`config.mk`:
```
export PLATFORM = sky130hd
export DESIGN_NAME = uart_param_core
export DESIGN_NICKNAME = d
export VERILOG_FILES = /design/src/rtl/uart_param_core.sv
export SDC_FILE = /design/constraint.sdc
export NUM_CORES = 1
export LEC_CHECK = 0
export ABC_AREA = 1
export BUFFER_PORTS_ARGS = -buffer_cell sky130_fd_sc_hd__buf_4
export CAP_MARGIN = 10
export CELL_PAD_IN_SITES_DETAIL_PLACEMENT = 1
export CELL_PAD_IN_SITES_GLOBAL_PLACEMENT = 2
export CORE_MARGIN = 2
export CORE_UTILIZATION = 31
export DETAILED_ROUTE_END_ITERATION = 12
export GPL_TIMING_DRIVEN = 1
export PLACE_DENSITY_LB_ADDON = 0.1
export SKIP_CTS_REPAIR_TIMING = 1
export SYNTH_ARGS = -nofsm -noshare
export SYNTH_HDL_FRONTEND = slang
export SYNTH_SLANG_ARGS = --single-unit
```
`constraint.sdc`:
```
create_clock -name clk -period 2.35 [get_ports clk]
set_input_delay 0.705 -clock clk [delete_from_list [all_inputs] [get_ports clk]]
set_output_delay 0.705 -clock clk [all_outputs]
set_load 0.01 [all_outputs]
```
`src/rtl/uart_param_core.sv`:
```
// uart_param_core: parametrised full-duplex UART with runtime divisor, parity and stop-bit configuration.
module uart_param_core #(
  parameter int DATA_BITS = 8,
  parameter int OS        = 16,
  parameter int DIV_W     = 16
) (
  input  logic                 clk,
  input  logic                 reset,
  input  logic [DIV_W-1:0]     baud_divisor,
  input  logic [1:0]           parity_mode,
  input  logic                 stop2,
  input  logic [DATA_BITS-1:0] tx_data,
  input  logic                 tx_start,
  output logic                 tx,
  output logic                 tx_busy,
  output logic                 tx_done,
  input  logic                 rx,
  output logic [DATA_BITS-1:0] rx_data,
  output logic                 rx_valid,
  input  logic                 rx_ack,
  output logic                 rx_parity_err,
  output logic                 rx_frame_err,
  output logic                 rx_overrun
);
  localparam int CW = $clog2(OS);
  typedef enum logic [2:0] {IDLE, START, DATA, PARITY, STOP} state_t;

  state_t               tx_state, tx_next;
  logic [DIV_W-1:0]     tx_div, tx_dcnt;
  logic [CW-1:0]        tx_os;
  logic [3:0]           tx_bit;
  logic [DATA_BITS-1:0] tx_sh;
  logic                 tx_pen, tx_pbit, tx_s2, tx_scnt;
  logic                 tx_tick, tx_bend, tx_last;

  assign tx_tick = tx_dcnt == tx_div - DIV_W'(1);
  assign tx_bend = tx_tick && tx_os == CW'(OS - 1);
  assign tx_last = tx_state == STOP && tx_bend && (!tx_s2 || tx_scnt);
  assign tx_done = tx_last;
  assign tx_busy = tx_state != IDLE;
  assign tx = tx_state == START ? 1'b0 :
              tx_state == DATA ? tx_sh[0] :
              tx_state == PARITY ? tx_pbit : 1'b1;

  always_comb begin
    tx_next = tx_state;
    case (tx_state)
      IDLE:    if (tx_start) tx_next = START;
      START:   if (tx_bend) tx_next = DATA;
      DATA:    if (tx_bend && tx_bit == 4'(DATA_BITS - 1)) tx_next = tx_pen ? PARITY : STOP;
      PARITY:  if (tx_bend) tx_next = STOP;
      STOP:    if (tx_last) tx_next = IDLE;
      default: tx_next = IDLE;
    endcase
  end

  always_ff @(posedge clk) begin
    if (!reset) begin
      tx_state <= IDLE;
      tx_div   <= DIV_W'(1);
      tx_dcnt  <= '0;
      tx_os    <= '0;
      tx_bit   <= '0;
      tx_sh    <= '0;
      tx_pen   <= 1'b0;
      tx_pbit  <= 1'b0;
      tx_s2    <= 1'b0;
      tx_scnt  <= 1'b0;
    end else begin
      tx_state <= tx_next;
      if (tx_state == IDLE) begin
        tx_dcnt <= '0;
        tx_os   <= '0;
        tx_bit  <= '0;
        tx_scnt <= 1'b0;
        if (tx_start) begin
          tx_div  <= baud_divisor == '0 ? DIV_W'(1) : baud_divisor;
          tx_sh   <= tx_data;
          tx_pen  <= parity_mode[0] ^ parity_mode[1];
          tx_pbit <= (^tx_data) ^ (parity_mode == 2'b10);
          tx_s2   <= stop2;
        end
      end else begin
        tx_dcnt <= tx_tick ? '0 : tx_dcnt + DIV_W'(1);
        if (tx_tick) tx_os <= tx_bend ? '0 : tx_os + CW'(1);
        if (tx_bend && tx_state == DATA) begin
          tx_sh  <= tx_sh >> 1;
          tx_bit <= tx_bit + 4'd1;
        end
        if (tx_bend && tx_state == STOP) tx_scnt <= 1'b1;
      end
    end
  end

  // Synchroniser keeps tracking the line through reset so a line already low is not seen as a new start.
  logic rx_s1, rx_s2, rx_s3;
  always_ff @(posedge clk) begin
    rx_s1 <= rx;
    rx_s2 <= rx_s1;
    rx_s3 <= rx_s2;
  end

  state_t               rx_state, rx_next;
  logic [DIV_W-1:0]     rx_div, rx_dcnt;
  logic [CW-1:0]        rx_os;
  logic [3:0]           rx_bit;
  logic [DATA_BITS-1:0] rx_sh;
  logic [1:0]           rx_smp;
  logic                 rx_pen, rx_odd, rx_perr;
  logic                 rx_fall, rx_tick, rx_bend, rx_mid, rx_late, rx_maj, rx_done;

  assign rx_fall = rx_s3 & ~rx_s2;
  assign rx_tick = rx_dcnt == rx_div - DIV_W'(1);
  assign rx_bend = rx_tick && rx_os == CW'(OS - 1);
  assign rx_mid  = rx_tick && rx_os == CW'(OS / 2 - 1);
  assign rx_late = rx_tick && rx_os == CW'(OS / 2);
  assign rx_maj  = (rx_smp[0] & rx_smp[1]) | (rx_smp[0] & rx_s2) | (rx_smp[1] & rx_s2);
  assign rx_done = rx_state == STOP && rx_mid;

  always_comb begin
    rx_next = rx_state;
    case (rx_state)
      IDLE:    if (rx_fall) rx_next = START;
      START:   rx_next = rx_mid && rx_s2 ? IDLE : rx_bend ? DATA : START;
      DATA:    if (rx_bend && rx_bit == 4'(DATA_BITS - 1)) rx_next = rx_pen ? PARITY : STOP;
      PARITY:  if (rx_bend) rx_next = STOP;
      STOP:    if (rx_mid) rx_next = IDLE;
      default: rx_next = IDLE;
    endcase
  end

  always_ff @(posedge clk) begin
    if (!reset) begin
      rx_state      <= IDLE;
      rx_div        <= DIV_W'(1);
      rx_dcnt       <= '0;
      rx_os         <= '0;
      rx_bit        <= '0;
      rx_sh         <= '0;
      rx_smp        <= '0;
      rx_pen        <= 1'b0;
      rx_odd        <= 1'b0;
      rx_perr       <= 1'b0;
      rx_data       <= '0;
      rx_valid      <= 1'b0;
      rx_parity_err <= 1'b0;
      rx_frame_err  <= 1'b0;
      rx_overrun    <= 1'b0;
    end else begin
      rx_state   <= rx_next;
      rx_overrun <= 1'b0;
      if (rx_state == IDLE) begin
        rx_dcnt <= '0;
        rx_os   <= '0;
        rx_bit  <= '0;
        rx_perr <= 1'b0;
        if (rx_fall) begin
          rx_div <= baud_divisor == '0 ? DIV_W'(1) : baud_divisor;
          rx_pen <= parity_mode[0] ^ parity_mode[1];
          rx_odd <= parity_mode == 2'b10;
        end
      end else begin
        rx_dcnt <= rx_tick ? '0 : rx_dcnt + DIV_W'(1);
        if (rx_tick) rx_os <= rx_bend ? '0 : rx_os + CW'(1);
        if (rx_tick && (rx_os == CW'(OS / 2 - 2) || rx_os == CW'(OS / 2 - 1))) rx_smp <= {rx_smp[0], rx_s2};
        if (rx_late && rx_state == DATA) rx_sh <= {rx_maj, rx_sh[DATA_BITS-1:1]};
        if (rx_late && rx_state == PARITY) rx_perr <= rx_maj ^ (^rx_sh) ^ rx_odd;
        if (rx_bend && rx_state == DATA) rx_bit <= rx_bit + 4'd1;
      end
      if (rx_done && (!rx_valid || rx_ack)) begin
        rx_data       <= rx_sh;
        rx_parity_err <= rx_perr;
        rx_frame_err  <= ~rx_s2;
        rx_valid      <= 1'b1;
      end else if (rx_done) begin
        rx_overrun <= 1'b1;
      end else if (rx_ack) begin
        rx_valid <= 1'b0;
      end
    end
  end
endmodule
```
---- Yosys cells after proc, flatten, opt, wreduce, memory -nomap -nowiden ----
Index checks and enable logic that the tools add are counted.
storage, ports and cells
  input port bits ......................... 32
  logic and storage cells ................. 147
  output and inout bits ................... 15
  bits in registers ....................... 126
cells by class
  bitwise operators ....................... 13
  muxes and demuxes ....................... 28
  reduce and logical (&&, ||, !) cells .... 42
  $add $sub $neg .......................... 8
  equality and inequality tests ........... 28
operator list
  operator               number
  $mux 3                 11
  $add 16x1->16 const B  2
  $eq 16x16->1           2
  $sub 16x1->16 const B  2
  $pmux 3 s5             2
  $mux 8                 3
  $add 4x1->4 const B    4
  $eq 4x3->1 const B     4
  $logic_and 1x1->1      16
  $logic_not 16->1       1
  $mux 16                1
  $ne 2x2->1 const B     8
  $reduce_xor 8->1       2
  $eq 3x2->1 const B     4
  $eq 4x4->1 const B     3
  $reduce_and 2->1       6
  $mux 4                 2
  $mux 1                 7
  $eq 3x1->1 const B     2
  $eq 3x3->1 const B     2
  $logic_not 3->1        2
  $reduce_or 2->1        3
  $reduce_or 3->1        2
  $reduce_and 5->1       1
  other kinds (12)       27

---- Logic depth before layout (Yosys ltp) ----
Gate-level depths: netlist (run 1).
  depth in word-level cells ............... 7
  mapped depth ............................ 18
  mapped depth without buffers ............ 18

---- Least setup slack after synthesis (run 1) ----
Ideal clock, no wire load.
  path kind ............................... register to output
  start point ............................. register tx_div[0]
  end point ............................... output port tx_done
  data required time ...................... 1.645 ns
  path buffers ............................ 0
  stages on the path, launching flop included .. 13
  arrival ................................. 1.952 ns
  slack ................................... -0.307 ns
  cell sequence ........................... dfxtp_1 inv_2 ha_1 or2_2 a21oi_1 nand2_1 nor2_1 nand2_1 nor2_1 nand2_1 nor2_2 nand4_1 nor3_1
on the way
  word-level cells in the longest chain between the ends .. 5
RTL lines
  what                            line  source
  start: declaration              29    logic [DIV_W-1:0] tx_div, tx_dcnt;
  start signal: assignment        77    tx_div <= baud_divisor == '0 ? DIV_W'(1) : baud_divisor;
  $sub 16x1->16                   36    assign tx_tick = tx_dcnt == tx_div - DIV_W'(1);
  $eq 16x16->1                    36
  $logic_and 1x1->1               37    assign tx_bend = tx_tick && tx_os == CW'(OS - 1);
  $logic_and 1x1->1 (2 in a row)  38    assign tx_last = tx_state == STOP && tx_bend && (!tx_s2 || tx_scnt);
  end: declaration                16    output logic tx_done,
Every way passes these cells.

---- Worst setup path after layout (run 1) ----
  start point ............................. register tx_div[1]
  end point ............................... output port tx_done
The elaborated chain is that of the path after synthesis.

==> impl_metrics.py, run 1 <==
metrics = {
    "status": {
        "status": "finished, violations left",
        "violations": "setup timing",
    },
    "power_and_ir_drop": {
        "seq_power_share_pct": 26.8,
        "p_total_uw": 10100,
        "p_clk_share_pct": 27.8,
        "swShare_pct": 39.0,
        "switchingPower_uw": 3940,
        "power_density_nw_per_um2": 1040,
        "combPwrFrac_pct": 45.4,
        "p_int_uw": 6160,
        "power_leakage_uw": 0.00420,
        "peakVddDrop_mv": 0.427,
    },
    "setup_path": {
        "path_class": "flop to output pin",
        "rrSetupSlack_ps": 0,
        "crit_path_start_kind": "flop",
        "cp.arrival_ps": 2240,
        "r2r-end": "rx_sh[7]",
        "worst-path-max-fanout": 3,
        "crit_required_ps": 1640,
        "reg2reg_depth": 14,
        "end_kind": "output pin",
        "reg2reg_from": "rx_div[1]",
    },
    "final_layout": {
        "finalNetCount": 1224,
        "finish.utilization_pct": 43.0,
        "n_antenna_cell": 0,
        "syn_to_final_growth_pct": 37.3,
        "drive_gt1_share_pct": 27.0,
        "fin_cells": 1479,
    },
    "sta": {
        "fmax_ghz": 0.339,
        "finalHoldViolCount": 0,
        "tightest_slew_ps": 774,
        "drv_slew": 0,
        "fin_skew_ps": 11.5,
        "setup_viol": 2,
        "worst_slack_ps": -599,
        "timing.final.crit_share_pct": 125,
        "slew_headroom_pct": 48.2,
        "period_needed_ps": 2950,
        "tns_ps": -602,
        "rsz0062_at_grt": "true",
    },
    "clock_tree": {
        "clockBufferDepth": 2,
        "cts.clk_slew.worst_paths_ps": 60,
        "clk_latency_ps": 420,
        "cts_tree": "done",
        "cts_buffers": 17,
        "htree_levels": 4,
        "clkSinkCount": 126,
        "cts-root-buf": "clkbuf_16",
    },
    "place": {
        "post-place-ws_ps": -376,
        "port_buffers": 46,
        "routabilityCongestion": 0.807,
        "dp_hpwl_um": 15800,
        "dp_cells": 1435,
    },
    "floorplan": {
        "fp.dieW_um": 155,
        "rows": 55,
        "die_y_um": 155,
        "start_util_pct": 31.3,
        "coreArea_um2": 22500,
        "ios": 47,
        "die_area_um2": 24000,
    },
    "min_path": {
        "hold_path_depth": 0,
        "hold_path.class": "flop to flop",
        "hold_start": "rx_s1",
        "hold_end": "rx_s2",
    },
    "synthesis": {
        "async_reset_ff_share_pct": 0,
        "synthDistinctLibCells": 41,
        "synth.most_common_cell": "nand2_1",
        "avgSynthCellArea_um2": 6.86,
        "synth_common_cells": "212 x nand2_1, 142 x nor2_1, 129 x inv_1, 126 x dfxtp_1, 77 x a21oi_1",
        "syn-instance-count": 1028,
        "yosysSeqAreaShare_pct": 35.8,
        "synth_top_cell_by_area": "dfxtp_1",
        "synth_area_leaders": "dfxtp_1 36%, nand2_1 11%, nor2_1 7.6%",
        "yosysTopAreaCellShare_pct": 35.8,
        "ys_ff_latch": 126,
        "syn_nets": 1071,
        "synth_top_flop_cell": "dfxtp_1",
        "synth-edff-count": 0,
        "syn_area_um2": 7050,
        "yosysWarningCount": 0,
    },
    "route": {
        "post-route-drc-count": 0,
        "wl_per_cell_um": 14.3,
        "wirelength_um": 21100,
        "dr.pass1.iters": 4,
        "num_vias": 6949,
        "avgViaCountPerCell": 4.70,
        "ant_nets": 0,
        "drt_iter0_markers": 302,
    },
    "global_routing": {
        "grt_antenna_before_repair": 0,
        "grt_start_max_net_pins": 37,
        "grt_pass1_vias": 7033,
        "grt_pass1_wl_um": 34700,
        "grt.overflow.total": 0,
        "grt_usage_pct": 17.8,
    },
    "run": {
        "drv_cap": 0,
    },
}
[power by group through the flow]
stage / registers, µW / clock network (µW) / logic [µW]
2_1_floorplan: 2680 / 0 / 2380
3_3_place_gp: 2720 / 0 / 3850
3_5_place_dp: 2720 / 0 / 3880
4_1_cts: 2680 / 2880 / 3920
5_1_grt: 2760 / 2960 / 5140
6_report: 2710 / 2810 / 4580
[registers in the layout (all words and copies together), names as in the netlist, 2 cells and up]
name      flops
rx_data       8
tx_div       16
rx_sh         8
rx_state      3
tx_bit        4
rx_os         4
tx_state      3
rx_smp        2
rx_dcnt      16
rx_bit        4
rx_div       16
tx_dcnt      16
tx_sh         8
tx_os         4
[area by class of cell]
class	instances	area, µm²
sequential	126	2540
tap	285	357
clock buffer	20	467
inverter	137	517
timing repair buffer	155	1250
clock inverter	12	159
fill	2786	12800
multi-input combinational	744	4390
[worst max-delay path by stage]
stage	endpoint	depth (start not counted)	slack, ps	start
final	tx_done	13	-600	tx_div[1]
after global routing	tx_done	13	-760	tx_div[1]
after floorplan	tx_done	12	-190	tx_div[1]
after global placement	tx_done	13	-380	tx_div[1]
after detailed placement	tx_done	13	-380	tx_div[1]
after CTS	tx_done	13	-830	tx_div[1]
[routing by layer]
layer  part of all wire (%)  vias up  global-route usage (%)
li1                       -     3594                       -
met1                     49     3263                    23.5
met5                      0        -                       0
met4                    1.0        0                    4.23
met3                    2.2       19                    2.61
met2                     47       73                    30.7
[cell families after synthesis]
kind of cell / share of synthesized area, %
buffers and inverters: 8.70
adders and majority gates: 1.95
xor gates and xnor gates: 9.07
DFF: 35.8
and+or+nand+nor: 33.7
AOI/OAI and AO/OA: 10.8
[critical path, cell delays in order, from the launching register on]
cell	delay [ps]
dfxtp_2	310
inv_2	70
ha_4	160
nand2_2	80
nor2_4	120
nand2_2	80
o21ai_1	130
nand2_1	100
inv_2	60
nand4_1	130
nor2_4	150
nand4_1	140
nor3_2	150
buf_4	140
[metrics by stage]
step	instance area [µm²]	hold slack, ps
global placement	8450	318
CTS	9070	340
floorplan	7080	310
global route	9680	354
detailed placement	8450	321
finish	9680	333
[cell usage in the layout, fill, tap and decap left out, types with 3 or more instances in the layout]
cell type   count
a21oi_1        72
a21oi_2         4
buf_12          3
buf_4         143
buf_6           8
bufinv_16       3
clkbuf_16      18
clkbuf_8        3
clkinvlp_4      5
dfxtp_1       116
dfxtp_2         8
ha_1            9
inv_1         125
inv_2           9
nand2_1       189
nand2_2        24
nand2_4         7
nand3_1        36
nand3_2         9
nand3_4         5
nand3b_1        6
nand4_1        33
nor2_1        122
nor2_2         17
nor2_4         20
nor3_1         10
nor3_2          3
nor3b_1        13
nor4_2          4
o21ai_0        57
or2_0           3
xnor2_1        33
xor2_1         33
xor2_2          4
No activity file was read; power rests on OpenSTA's default activity.
==> inputs of run 2 (changes only) <==
- SETUP_SLACK_MARGIN: not set -> 0.05
==> run 2 against run 1 <==
The flow still finishes with violations (setup timing). Critical path depth stayed put. Die area stayed put. First-iteration DRC count is 3.3% lower. Clock skew is 0.83 ps higher. Critical endpoint unchanged. Largest cell class unchanged. Largest power group unchanged.
==> impl_metrics.py, run 2 (synthesized netlist as in run 1, its figures left out) <==
metrics = {
    "status": {
        "status": "finished, violations left",
        "violations": "setup timing",
    },
    "route": {
        "drt-met1-wl_um": 10400,
        "wl_met2_um": 10200,
        "wl_per_cell_um": 14.3,
        "avgViaCountPerCell": 4.69,
        "drt_iter0_markers": 292,
        "dr.pass1.iters": 4,
        "ant_nets": 0,
        "wirelength_um": 21200,
        "maxUsedRoutingLayer": "met4",
        "post-route-drc-count": 0,
        "num_vias": 6941,
        "wl_met3_um": 412,
    },
    "power_and_ir_drop": {
        "p_total_uw": 10100,
        "switchingPower_uw": 3950,
        "peakVddDrop_mv": 0.428,
        "seq_power_share_pct": 26.7,
        "swShare_pct": 39.0,
        "power_density_nw_per_um2": 1030,
        "power_leakage_uw": 0.00422,
        "p_int_uw": 6170,
        "combPwrFrac_pct": 45.6,
        "p_clk_share_pct": 27.7,
    },
    "sta": {
        "fmax_ghz": 0.337,
        "fin_skew_ps": 12.4,
        "setup_viol": 4,
        "slew_headroom_pct": 42.3,
        "drv_slew": 0,
        "worst_slack_ps": -615,
        "period_needed_ps": 2970,
        "tightest_slew_ps": 863,
        "tns_ps": -649,
        "timing.final.crit_share_pct": 126,
        "rsz0062_at_grt": "true",
        "finalHoldViolCount": 0,
    },
    "place": {
        "port_buffers": 46,
        "placed_cell_area_um2": 8450,
        "dp_hpwl_um": 15800,
        "routabilityCongestion": 0.807,
        "post-place-ws_ps": -376,
    },
    "floorplan": {
        "die_y_um": 155,
        "die_area_um2": 24000,
        "coreArea_um2": 22500,
        "ios": 47,
        "rows": 55,
        "fp.dieW_um": 155,
        "start_util_pct": 31.3,
    },
    "final_layout": {
        "layout_common_cells": "178 x nand2_1, 141 x buf_4, 125 x inv_1",
        "drive_gt1_share_pct": 28.8,
        "n_antenna_cell": 0,
        "post-route-cell-area_um2": 9800,
        "finalNetCount": 1226,
        "syn_to_final_growth_pct": 39.0,
        "final_common_cell": "nand2_1",
    },
    "setup_path": {
        "worst-path-max-fanout": 3,
        "cp.arrival_ps": 2260,
        "reg2reg_from": "rx_div[1]",
        "r2r-end": "rx_sh[5]",
        "crit_path_start": "tx_div[1]",
        "path_class": "flop to output pin",
        "rrSetupSlack_ps": -20,
        "end_kind": "output pin",
        "crit_required_ps": 1640,
        "crit_path_start_kind": "flop",
        "cp-endpoint": "tx_done",
        "reg2reg_depth": 13,
    },
    "clock_tree": {
        "clkSinkCount": 126,
        "cts_buffers": 17,
        "htree_levels": 4,
        "clockBufferDepth": 2,
        "cts_tree": "done",
        "cts-root-buf": "clkbuf_16",
        "clk_latency_ps": 420,
        "cts.clk_slew.worst_paths_ps": 60,
    },
    "global_routing": {
        "grt_pass1_wl_um": 34700,
        "grt_pass1_vias": 7033,
        "grt.overflow.total": 0,
        "grt_usage_pct": 17.8,
        "grt_antenna_before_repair": 0,
        "grt_start_max_net_pins": 37,
    },
    "run": {
        "drv_cap": 0,
    },
    "min_path": {
        "hold_path.class": "flop to flop",
    },
}
run 2: cell count changes in the layout (fill, tap and decap cells not counted), sizes merged:
cell  change
buf       +2
run 2: critical path, stage by stage (launching register included):
cell and delay (ps):
dfxtp_2 310, inv_2 70, ha_4 160, nand2_2 80
nor2_4 120, nand2_2 80, o21ai_1 160, nand2_2 80
inv_2 50, nand4_1 130, nor2_4 150, nand4_1 140
nor3_2 160, buf_4 150
run 2: per-layer routing:
layer / global-route usage, % / vias to the layer above
li1: - / 3601
met1: 23.5 / 3255
met2: 30.7 / 65
met3: 2.61 / 20
met5: 0 / -
met4: 4.23 / 0
run 2: per-stage QoR:
step | hold slack [ps] | util, % | cells
after detailed placement | 321 | 37.5 | 1435
after global routing | 354 | 43.5 | 1481
after global placement | 318 | 37.5 | 1435
after CTS | 340 | 40.3 | 1467
after floorplan | 310 | - | 1028
final | 336 | 43.5 | 1481
run 2: area by class of cell:
class | count | area, µm²
Fill cell | 2775 | 12700
Multi-Input combinational cell | 744 | 4480
Sequential cell | 126 | 2540
Timing Repair Buffer | 157 | 1280
Inverter | 137 | 517
Clock buffer | 20 | 467
Tap cell | 285 | 357
Clock inverter | 12 | 159
run 2: worst min-delay path by stage:
| stage | start | end | slack [ps] | cells past startpoint |
|---|---|---|---|---|
| floorplan | rx_s1 | rx_s2 | 310 | 0 |
| global placement | rx_s1 | rx_s2 | 320 | 0 |
| detailed placement | rx_s1 | rx_s2 | 320 | 0 |
| CTS | rx_s1 | rx_s2 | 340 | 0 |
| global route | rx_s1 | rx_s2 | 350 | 0 |
| finish | rx_s1 | rx_s2 | 340 | 0 |
run 2: power by group through the flow:
| stage | Sequential, µW | Clock, µW | Combinational (µW) |
|---|---|---|---|
| CTS | 2680 | 2880 | 3920 |
| floorplan | 2680 | 0 | 2380 |
| detailed placement | 2720 | 0 | 3880 |
| global placement | 2720 | 0 | 3850 |
| finish | 2710 | 2810 | 4610 |
| global route | 2760 | 2960 | 5180 |
==> inputs of run 3 (changes only) <==
- ABC_AREA: 1 -> 0
- CORE_UTILIZATION: 31 -> 33
==> run 3 against run 2 <==
The run still ends with setup timing left. Global-route usage increased by 0.46 points. Die area decreased by 11%. Critical path depth decreased by 3. Setup slack got worse by 980 ps. Sequential cell count unchanged. Maximum frequency decreased by 25%. Power decreased by 43%. Combinational power decreased by 80%. Core utilization increased by 2.8 points. Clock skew decreased by 3.4 ps. Synthesized cell count decreased by 23%. Critical endpoint unchanged. Largest cell class unchanged. Highest routed layer unchanged.
==> impl_metrics.py, run 3 <==
metrics = {
    "sta": {
        "tightest_slew_ps": 592,
        "fmax_ghz": 0.254,
        "rsz0062_at_grt": "true",
        "fin_skew_ps": 8.94,
        "finalHoldViolCount": 0,
        "period_needed_ps": 3940,
        "drv_slew": 0,
        "slew_headroom_pct": 60.2,
        "setup_viol": 86,
        "worst_slack_ps": -1590,
        "whs_ps": 327,
        "tns_ps": -49080,
        "timing.final.crit_share_pct": 168,
    },
    "global_routing": {
        "gr-usage-met3_pct": 4.16,
        "gr-usage-met2_pct": 31.9,
        "gr-max-usage-layer": "met2",
        "grt_usage_pct": 18.3,
        "grt_start_max_net_pins": 29,
        "grt_pass1_vias": 6587,
        "grt_antenna_before_repair": 0,
        "met1_usage_pct": 22.8,
        "grt_pass1_wl_um": 32100,
        "grt.overflow.total": 0,
    },
    "place": {
        "routabilityCongestion": 0.804,
        "placed_cell_area_um2": 8250,
        "dp_hpwl_um": 14600,
        "port_buffers": 46,
        "post-place-ws_ps": -1160,
    },
    "status": {
        "status": "finished, violations left",
        "violations": "setup timing",
    },
    "synthesis": {
        "synth-edff-count": 0,
        "synth_area_leaders": "dfxtp_1 38%, nand2_1 6.4%, xnor2_1 6.3%",
        "synth_top_cell_by_area": "dfxtp_1",
        "syn-instance-count": 796,
        "avgSynthCellArea_um2": 8.39,
        "synth.most_common_cell": "dfxtp_1",
        "synthDistinctLibCells": 65,
        "yosysWarningCount": 0,
        "yosysSeqAreaShare_pct": 37.8,
        "syn_area_um2": 6680,
        "ys_ff_latch": 126,
        "synth_common_cells": "126 x dfxtp_1, 113 x nand2_1, 64 x nor2_1, 48 x xnor2_1, 39 x nand3_1",
        "syn_nets": 839,
        "yosysTopAreaCellShare_pct": 37.8,
        "synth_top_flop_cell": "dfxtp_1",
        "async_reset_ff_share_pct": 0,
    },
    "clock_tree": {
        "cts-root-buf": "clkbuf_16",
        "cts.clk_slew.worst_paths_ps": 60,
        "cts_buffers": 17,
        "clkSinkCount": 126,
        "clk_latency_ps": 420,
        "cts_tree": "done",
        "htree_levels": 4,
        "clockBufferDepth": 2,
    },
    "setup_path": {
        "crit_required_ps": 1640,
        "rrSetupSlack_ps": -920,
        "critPathTopFamily": "simple AND/OR/NAND/NOR gates",
        "path_class": "flop to output pin",
        "cpPeakStageDelay_ps": 520,
        "crit_path_start_kind": "flop",
        "end_kind": "output pin",
        "path_cells": "inv_2, ha_4, or3b_4, or4_4, a21oi_4, o211ai_1, or4_4, or3b_4, nor3_4, buf_6",
        "cp.arrival_ps": 3240,
        "r2r-end": "tx_sh[7]",
        "reg2reg_depth": 11,
        "worst-path-buf-inv": 2,
        "cpMaxStageDelayCell": "or4_4",
        "reg2reg_from": "tx_div[1]",
        "worst-path-max-fanout": 4,
    },
    "route": {
        "wl_per_cell_um": 16.1,
        "ant_nets": 0,
        "num_vias": 6175,
        "drt_iter0_markers": 194,
        "wirelength_um": 19800,
        "dr.pass1.iters": 4,
        "post-route-drc-count": 0,
        "avgViaCountPerCell": 5.01,
    },
    "final_layout": {
        "nFillCells": 2398,
        "syn_to_final_growth_pct": 39.0,
        "drive_gt1_share_pct": 29.6,
        "final_common_cell": "buf_4",
        "finalNetCount": 993,
        "post-route-cell-area_um2": 9280,
        "n_antenna_cell": 0,
        "regArea_um2": 2530,
        "layout_common_cells": "157 x buf_4, 122 x dfxtp_1, 111 x nand2_1",
        "multi_input_area_um2": 4280,
    },
    "min_path": {
        "hold_start": "rx_s1",
        "hold_path_depth": 0,
        "hold_path.class": "flop to flop",
        "hold_end": "rx_s2",
    },
    "floorplan": {
        "die_area_um2": 21400,
        "die_y_um": 146,
        "start_util_pct": 33.3,
        "fp.dieW_um": 146,
        "ios": 47,
        "rows": 52,
        "coreArea_um2": 20000,
    },
    "power_and_ir_drop": {
        "power_leakage_uw": 0.00367,
        "p_total_uw": 5790,
        "power_density_nw_per_um2": 623,
        "peakVddDrop_mv": 0.501,
    },
    "run": {
        "drv_cap": 0,
    },
}
## run 3: cell count changes after synthesis, sizes merged, moves of 18 or more
cell and delta:
a21boi +34, nand2 -109, mux2i +30, o21ai -32, clkbuf +19, nor2b +18
nand4 -20, a21oi -57, inv -112, nor2 -96
## run 3: cell type report
cell class              count  share of cell area [%]
multi-input cells         605                    46.1
clock inverters            13                    1.55
flip-flops and latches    126                    27.3
well taps                 270                    3.64
repair buffers            177                    15.9
inverters                  23                   0.930
clock buffers              18                    4.62
## run 3: how the worst max path moves through the flow
stage,from,end,cells past startpoint,slack (ps)
after global placement,tx_div[1],tx_done,10,-1120
after floorplan,tx_div[1],tx_done,10,-1030
after CTS,tx_div[0],tx_done,10,-1640
after global routing,tx_div[1],tx_done,10,-1720
after detailed placement,tx_div[1],tx_done,10,-1160
final,tx_div[1],tx_done,10,-1590
## run 3: cells by family (layout without fill, tap and decap cells)
kind of cell             after synthesis  after routing  synth area share (%)
flip-flops                           126            126                  37.8
XOR/XNOR                              85             85                  11.1
adder cells (fa/ha/maj)               12             12                  2.21
multiplexers                          30             30                  4.50
buffers and inverters                 66            231                  3.88
AND/OR/NAND/NOR                      340            341                  26.1
AO/OA/AOI/OAI                        137            137                  14.4
## run 3: stage by stage
stage / utilization, % / cells
final: 46.3 / 1232
after global routing: 46.3 / 1232
after CTS: 44.0 / 1214
after detailed placement: 41.1 / 1183
after global placement: 41.1 / 1183
after floorplan: - / 796
## run 3: per-layer routing
layer / up-vias / wire, µm
li1: 3069 / -
met1: 3013 / 8980
met2: 79 / 9860
met3: 14 / 731
met4: 0 / 208
met5: - / 0
## run 3: where the power goes
group	switching [µW]	total [µW]	internal, µW	leakage, µW
logic	466	935	469	0.00237
registers	55.0	2250	2200	0.00102
clock network	1040	2600	1560	0.000268
